==> src/rtl/rst_seq_ctrl.sv <==
`default_nettype none
// ============================================================================
// rst_seq_ctrl : reset synchronizer plus staged per-domain reset release, with
//                software reset request/acknowledge handshake.
// Optional feature macro: RST_SEQ_TIMEOUT_EN (sticky request-drop timeout flag).
// Revision: 1.0
// ============================================================================

module rst_seq_ctrl #(
  parameter int N_STAGES    = 4,
  parameter int SYNC_DEPTH  = 2,
  parameter int HOLD_CYCLES = 4,
  parameter int STAGE_GAP   = 2,
  parameter int WDT_CYCLES  = 16
) (
  input  logic                clk,
  input  logic                reset,
  input  logic                sw_rst_req_i,
  output logic                sw_rst_ack_o,
  output logic [N_STAGES-1:0] rst_stage_o,
  output logic                seq_done_o,
  output logic [1:0]          state_o
`ifdef RST_SEQ_TIMEOUT_EN
  ,
  output logic                sw_rst_timeout_o
`endif
);

  typedef enum logic [1:0] {
    ST_SYNC    = 2'd0,
    ST_HOLD    = 2'd1,
    ST_RELEASE = 2'd2,
    ST_RUN     = 2'd3
  } state_t;

  localparam logic [7:0] C_HOLD_LAST = 8'(HOLD_CYCLES - 1);
  localparam logic [7:0] C_GAP_LAST  = 8'(STAGE_GAP - 1);

  logic [SYNC_DEPTH-1:0] sync_q;
  logic                  rst_sync_w;

  state_t                state_q, state_d;
  logic [N_STAGES-1:0]   stage_q, stage_d, stage_shift_w;
  logic                  done_q, done_d;
  logic                  ack_q, ack_d;
  logic                  sw_seq_q, sw_seq_d;
  logic [7:0]            hold_cnt_q, hold_cnt_d;
  logic [7:0]            gap_cnt_q, gap_cnt_d;
  logic                  release_w;

  // Asynchronous assert, synchronous deassert.
  always_ff @(posedge clk or posedge reset) begin
    if (reset) begin
      sync_q <= '1;
    end else begin
      sync_q <= {sync_q[SYNC_DEPTH-2:0], 1'b0};
    end
  end

  assign rst_sync_w = sync_q[SYNC_DEPTH-1];

  // Stages release as a thermometer from bit 0 upward.
  assign stage_shift_w = stage_q << 1;

  always_comb begin
    state_d    = state_q;
    stage_d    = stage_q;
    done_d     = done_q;
    ack_d      = ack_q;
    sw_seq_d   = sw_seq_q;
    hold_cnt_d = hold_cnt_q;
    gap_cnt_d  = gap_cnt_q;
    release_w  = 1'b0;

    unique case (state_q)
      ST_SYNC: begin
        // The synchronizer output settles one edge late, so the first
        // hold cycle is already consumed when leaving SYNC.
        if (!rst_sync_w) begin
          if (HOLD_CYCLES == 1) begin
            release_w = 1'b1;
          end else begin
            state_d    = ST_HOLD;
            hold_cnt_d = 8'd1;
          end
        end
      end
      ST_HOLD: begin
        if (hold_cnt_q == C_HOLD_LAST) begin
          release_w = 1'b1;
        end else begin
          hold_cnt_d = hold_cnt_q + 8'd1;
        end
      end
      ST_RELEASE: begin
        if (gap_cnt_q == C_GAP_LAST) begin
          release_w = 1'b1;
        end else begin
          gap_cnt_d = gap_cnt_q + 8'd1;
        end
      end
      ST_RUN: begin
        if (ack_q) begin
          if (!sw_rst_req_i) begin
            ack_d = 1'b0;
          end
        end else if (sw_rst_req_i) begin
          state_d    = ST_HOLD;
          stage_d    = '1;
          done_d     = 1'b0;
          sw_seq_d   = 1'b1;
          hold_cnt_d = 8'd0;
          gap_cnt_d  = 8'd0;
        end
      end
    endcase

    if (release_w) begin
      stage_d    = stage_shift_w;
      hold_cnt_d = 8'd0;
      gap_cnt_d  = 8'd0;
      if (stage_shift_w == '0) begin
        state_d  = ST_RUN;
        done_d   = 1'b1;
        ack_d    = sw_seq_q;
        sw_seq_d = 1'b0;
      end else begin
        state_d  = ST_RELEASE;
      end
    end
  end

  always_ff @(posedge clk or posedge reset) begin
    if (reset) begin
      state_q    <= ST_SYNC;
      stage_q    <= '1;
      done_q     <= 1'b0;
      ack_q      <= 1'b0;
      sw_seq_q   <= 1'b0;
      hold_cnt_q <= 8'd0;
      gap_cnt_q  <= 8'd0;
    end else begin
      state_q    <= state_d;
      stage_q    <= stage_d;
      done_q     <= done_d;
      ack_q      <= ack_d;
      sw_seq_q   <= sw_seq_d;
      hold_cnt_q <= hold_cnt_d;
      gap_cnt_q  <= gap_cnt_d;
    end
  end

  assign rst_stage_o  = stage_q;
  assign seq_done_o   = done_q;
  assign sw_rst_ack_o = ack_q;
  assign state_o      = state_q;

`ifdef RST_SEQ_TIMEOUT_EN
  localparam int C_WDT_W = $clog2(WDT_CYCLES + 1);
  localparam logic [C_WDT_W-1:0] C_WDT_LAST = C_WDT_W'(WDT_CYCLES - 1);

  logic [C_WDT_W-1:0] wdt_cnt_q;
  logic               timeout_q;

  // Counts consecutive cycles of a request still held after acknowledge.
  always_ff @(posedge clk or posedge reset) begin
    if (reset) begin
      wdt_cnt_q <= '0;
      timeout_q <= 1'b0;
    end else if (ack_q && sw_rst_req_i) begin
      if (wdt_cnt_q == C_WDT_LAST) begin
        timeout_q <= 1'b1;
      end else begin
        wdt_cnt_q <= wdt_cnt_q + C_WDT_W'(1);
      end
    end else begin
      wdt_cnt_q <= '0;
    end
  end

  assign sw_rst_timeout_o = timeout_q;
`else
  logic unused_wdt_w;
  assign unused_wdt_w = (WDT_CYCLES > 0);
`endif

endmodule

`default_nettype wire

==> config.mk <==
export PLATFORM = sky130hd
export DESIGN_NAME = rst_seq_ctrl
export DESIGN_NICKNAME = d
export VERILOG_FILES = /design/src/rtl/rst_seq_ctrl.sv
export SDC_FILE = /design/constraint.sdc
export NUM_CORES = 1
export LEC_CHECK = 0
export ABC_AREA = 1
export ABC_CLOCK_PERIOD_IN_PS = 2400
export CAP_MARGIN = 10
export CELL_PAD_IN_SITES_DETAIL_PLACEMENT = 0
export CELL_PAD_IN_SITES_GLOBAL_PLACEMENT = 1
export CORE_MARGIN = 2
export CORE_UTILIZATION = 35
export DETAILED_ROUTE_END_ITERATION = 10
export GPL_TIMING_DRIVEN = 0
export PLACE_DENSITY = 0.63
export SKIP_CTS_REPAIR_TIMING = 1
export SLEW_MARGIN = 20
export SYNTH_ARGS = -nofsm -noshare
export SYNTH_HDL_FRONTEND = slang
export SYNTH_SLANG_ARGS = --single-unit
==> constraint.sdc <==
create_clock -name clk -period 2.4 [get_ports clk]
set_clock_uncertainty 0.2 [all_clocks]
set_input_delay 0.36 -clock clk [delete_from_list [all_inputs] [get_ports clk]]
set_output_delay 0.36 -clock clk [all_outputs]
set_load 0.02 [all_outputs]
==> metrics <==
R2R cell count=10; VDD IR max=0.450 mV; post-DR wirelength/cell=12.6 um; worst hold-check path type=flip-flop to flip-flop; relative slew slack=59.5%; worst skew pair latency=0.28 ns; NetSw=1.05 mW; GPL Wtd Cong=approximately 0.74; die area=about 5500 sq um; CP endpoint kind=flip-flop; top-area cell type share of the netlist area=between 30% and 40%; HPWL Detailed=2.84 mm; n_diodes=0; first-pass GRT wire length=6.93 mm; Critical Path Source=hold_cnt_q[0]; clk buf depth=2; Detailed Routing Iterations Pass 1=4; Setup TNS=0 ns; Pleak=approximately 1.0 nW; # IOs=11; Filler cells=549; grt ovf=0; via count=between 1000 and 1500; 1st-iter DRT viols=74; Synth Cell Area=1730 sq um; worst-margin pin slew=0.606 ns; drt total wl=4.00 mm; Syn Nets=246; Seq/Total Area, Yosys=39.5%; Area contributors post-synth=dfrtp_1 (30%), nand2_1 (16%), dfstp_2 (9.1%); RSZ-0062 raised after global routing=false; Post-synth top flop=dfrtp_1; Clk pwr share=between 10% and 20%; CP Class=flip-flop to flip-flop; Reg area=683 sq um; syn_area_per_cell=7.33 sq um; most frequent cell after synthesis=nand2_1; WP data required=around 2.4 ns; max_cap viols=0; RR Endpoint=hold_cnt_q[5]; WHS Endpoint=sync_q[1]; max-slew violation count=0; crit start category=flip-flop; async set-reset flop share out of synthesis=100%; # rows=25; area grow syn2layout=13.2%; pin count of the biggest net entering global routing=28; worst hold start=sync_q[0]; post-DR vias/cell=about 4.5; die width=74.3 um; crit-path max FO=9; vias in the first global route=between 1000 and 1500; EDFF count, synth=0; combinational power share=~55%; data arrival time of the worst path=1.97 ns; final hold violation count=0; total CTS buffers=3; Reg power frac=between 30 and 40%; Sw Share=47.5%; Clock Sinks=27; fin util=41.2%; initial antenna violation count=0; synth warn=0; Synth Register Bits=27; Starting Density=36.4%; CTS tree=built; Final Cycle Share=83.2%; reg-to-reg slack, setup=~0.40 ns; PD cells=1130 nW/um^2; Synth cell types=29; Synth area leader=dfrtp_1; DRC viols=0; NumNets Final=261; Die Height=74.3 um; share of cells above drive strength 1=10.0%; Overall Global Routing Usage=16.2%; Hold Path Stages=0; htree depth=1; outcome=finished, final reports clean; Final setup viols=0; fin crit period=~2 ns; total core area=about 4800 sq um; Post-synth top cells=nand2_1 (74), inv_1 (34), nand3_1 (31), dfrtp_1 (21), nor2_1 (19); fmax=501 MHz; root buffer cell=clkbuf_8; Internal=1.16 mW; Reg-to-Reg Start=hold_cnt_q[0]; multi-input logic area=881 sq um; Syn Inst Count=236; ANT nets after route=0; Port Buffers=10; clk slew on worst S/H paths=0.09 ns
-- worst max-delay path by stage --
stage                      to  depth (start not counted)
3_5_place_dp    hold_cnt_q[7]                          8
4_1_cts        rst_stage_o[0]                          1
6_report        hold_cnt_q[5]                         10
5_1_grt         hold_cnt_q[5]                         11
3_3_place_gp    hold_cnt_q[7]                          8
2_1_floorplan      state_o[0]                         12
-- power groups by stage --
stage               Clock, mW  Sequential (mW)  Combinational (mW)
floorplan                   0            0.779               0.828
global placement            0            0.736                1.24
detailed placement          0            0.740                1.22
CTS                     0.285            0.732                1.23
global route            0.298            0.753                1.37
finish                  0.271            0.731                1.22
-- critical path: stages, from the launching register on --
cell and delay (ns):
dfrtp_1 0.45, ha_1 0.28, nand2_1 0.09, nor2_2 0.12, nand2_2 0.08, nand2_4 0.13, nand2_8 0.10, o21ai_4 0.16
nand2_4 0.14, nand2_1 0.08, nand2_1 0.05
-- cells by family (layout without fill, tap and decap cells) --
logic type / count (synthesis) / count (layout) / share of synthesized area (%)
XOR/XNOR: 2 / 2 / 1.01
buffers and inverters: 39 / 53 / 9.55
adder cells (fa/ha/maj): 7 / 7 / 5.06
other: 1 / 1 / 0.217
flip-flops: 27 / 27 / 39.5
multiplexers: 1 / 1 / 0.579
AND/OR/NAND/NOR: 139 / 139 / 37.3
AO/OA/AOI/OAI: 20 / 20 / 6.80
-- final cells by class --
class	instances	area share (%)
Inverter	36	6.90
Timing Repair Buffer	10	5.11
Clock buffer	4	2.30
Buffer	3	1.53
Tap cell	67	4.28
Sequential cell	27	34.9
Multi-Input combinational cell	170	45.0
-- cell usage in the layout (no fill, tap or decap), types with 2 or more instances in the layout --
cell type	instances
nand2_1	74
inv_1	33
nand3_1	31
dfrtp_1	21
nor2_1	19
clkdlybuf4s50_1	10
a21oi_1	9
ha_1	7
o21ai_0	6
dfstp_2	6
nand2_4	4
inv_2	3
clkbuf_8	3
nand2_2	2
xor2_1	2
clkbuf_1	2
nor3b_1	2
o21ai_1	2
nand4_1	2
-- metal layers --
layer	wire, um	track usage (%)	vias to the layer above	share of wire (%)
met5	0	0	-	0
li1	-	-	768	-
met1	2130	23.2	631	53
met2	1730	25.9	19	43
met4	45	4.76	0	1.1
met3	92	2.03	4	2.3
-- flip-flops by register name, summed over array words and instances (netlist names) --
name          flops
sw_seq_q          1
sw_rst_ack_o      1
seq_done_o        1
rst_stage_o       4
sync_q            2
hold_cnt_q        8
gap_cnt_q         8
state_o           2
-- through the flow --
stage          area, sq um  total power [mW]  std cells  hold WS [ns]  worst slack [ns]
6_report              1960              2.22        317         0.160             0.404
4_1_cts               1960              2.25        317         0.163             0.394
3_3_place_gp          1910              1.97        313         0.147             0.299
3_5_place_dp          1910              1.96        313         0.148             0.307
5_1_grt               1960              2.42        317         0.164             0.231
2_1_floorplan         1730              1.61        236         0.145             0.576
Power figures use the tool's default switching activity.
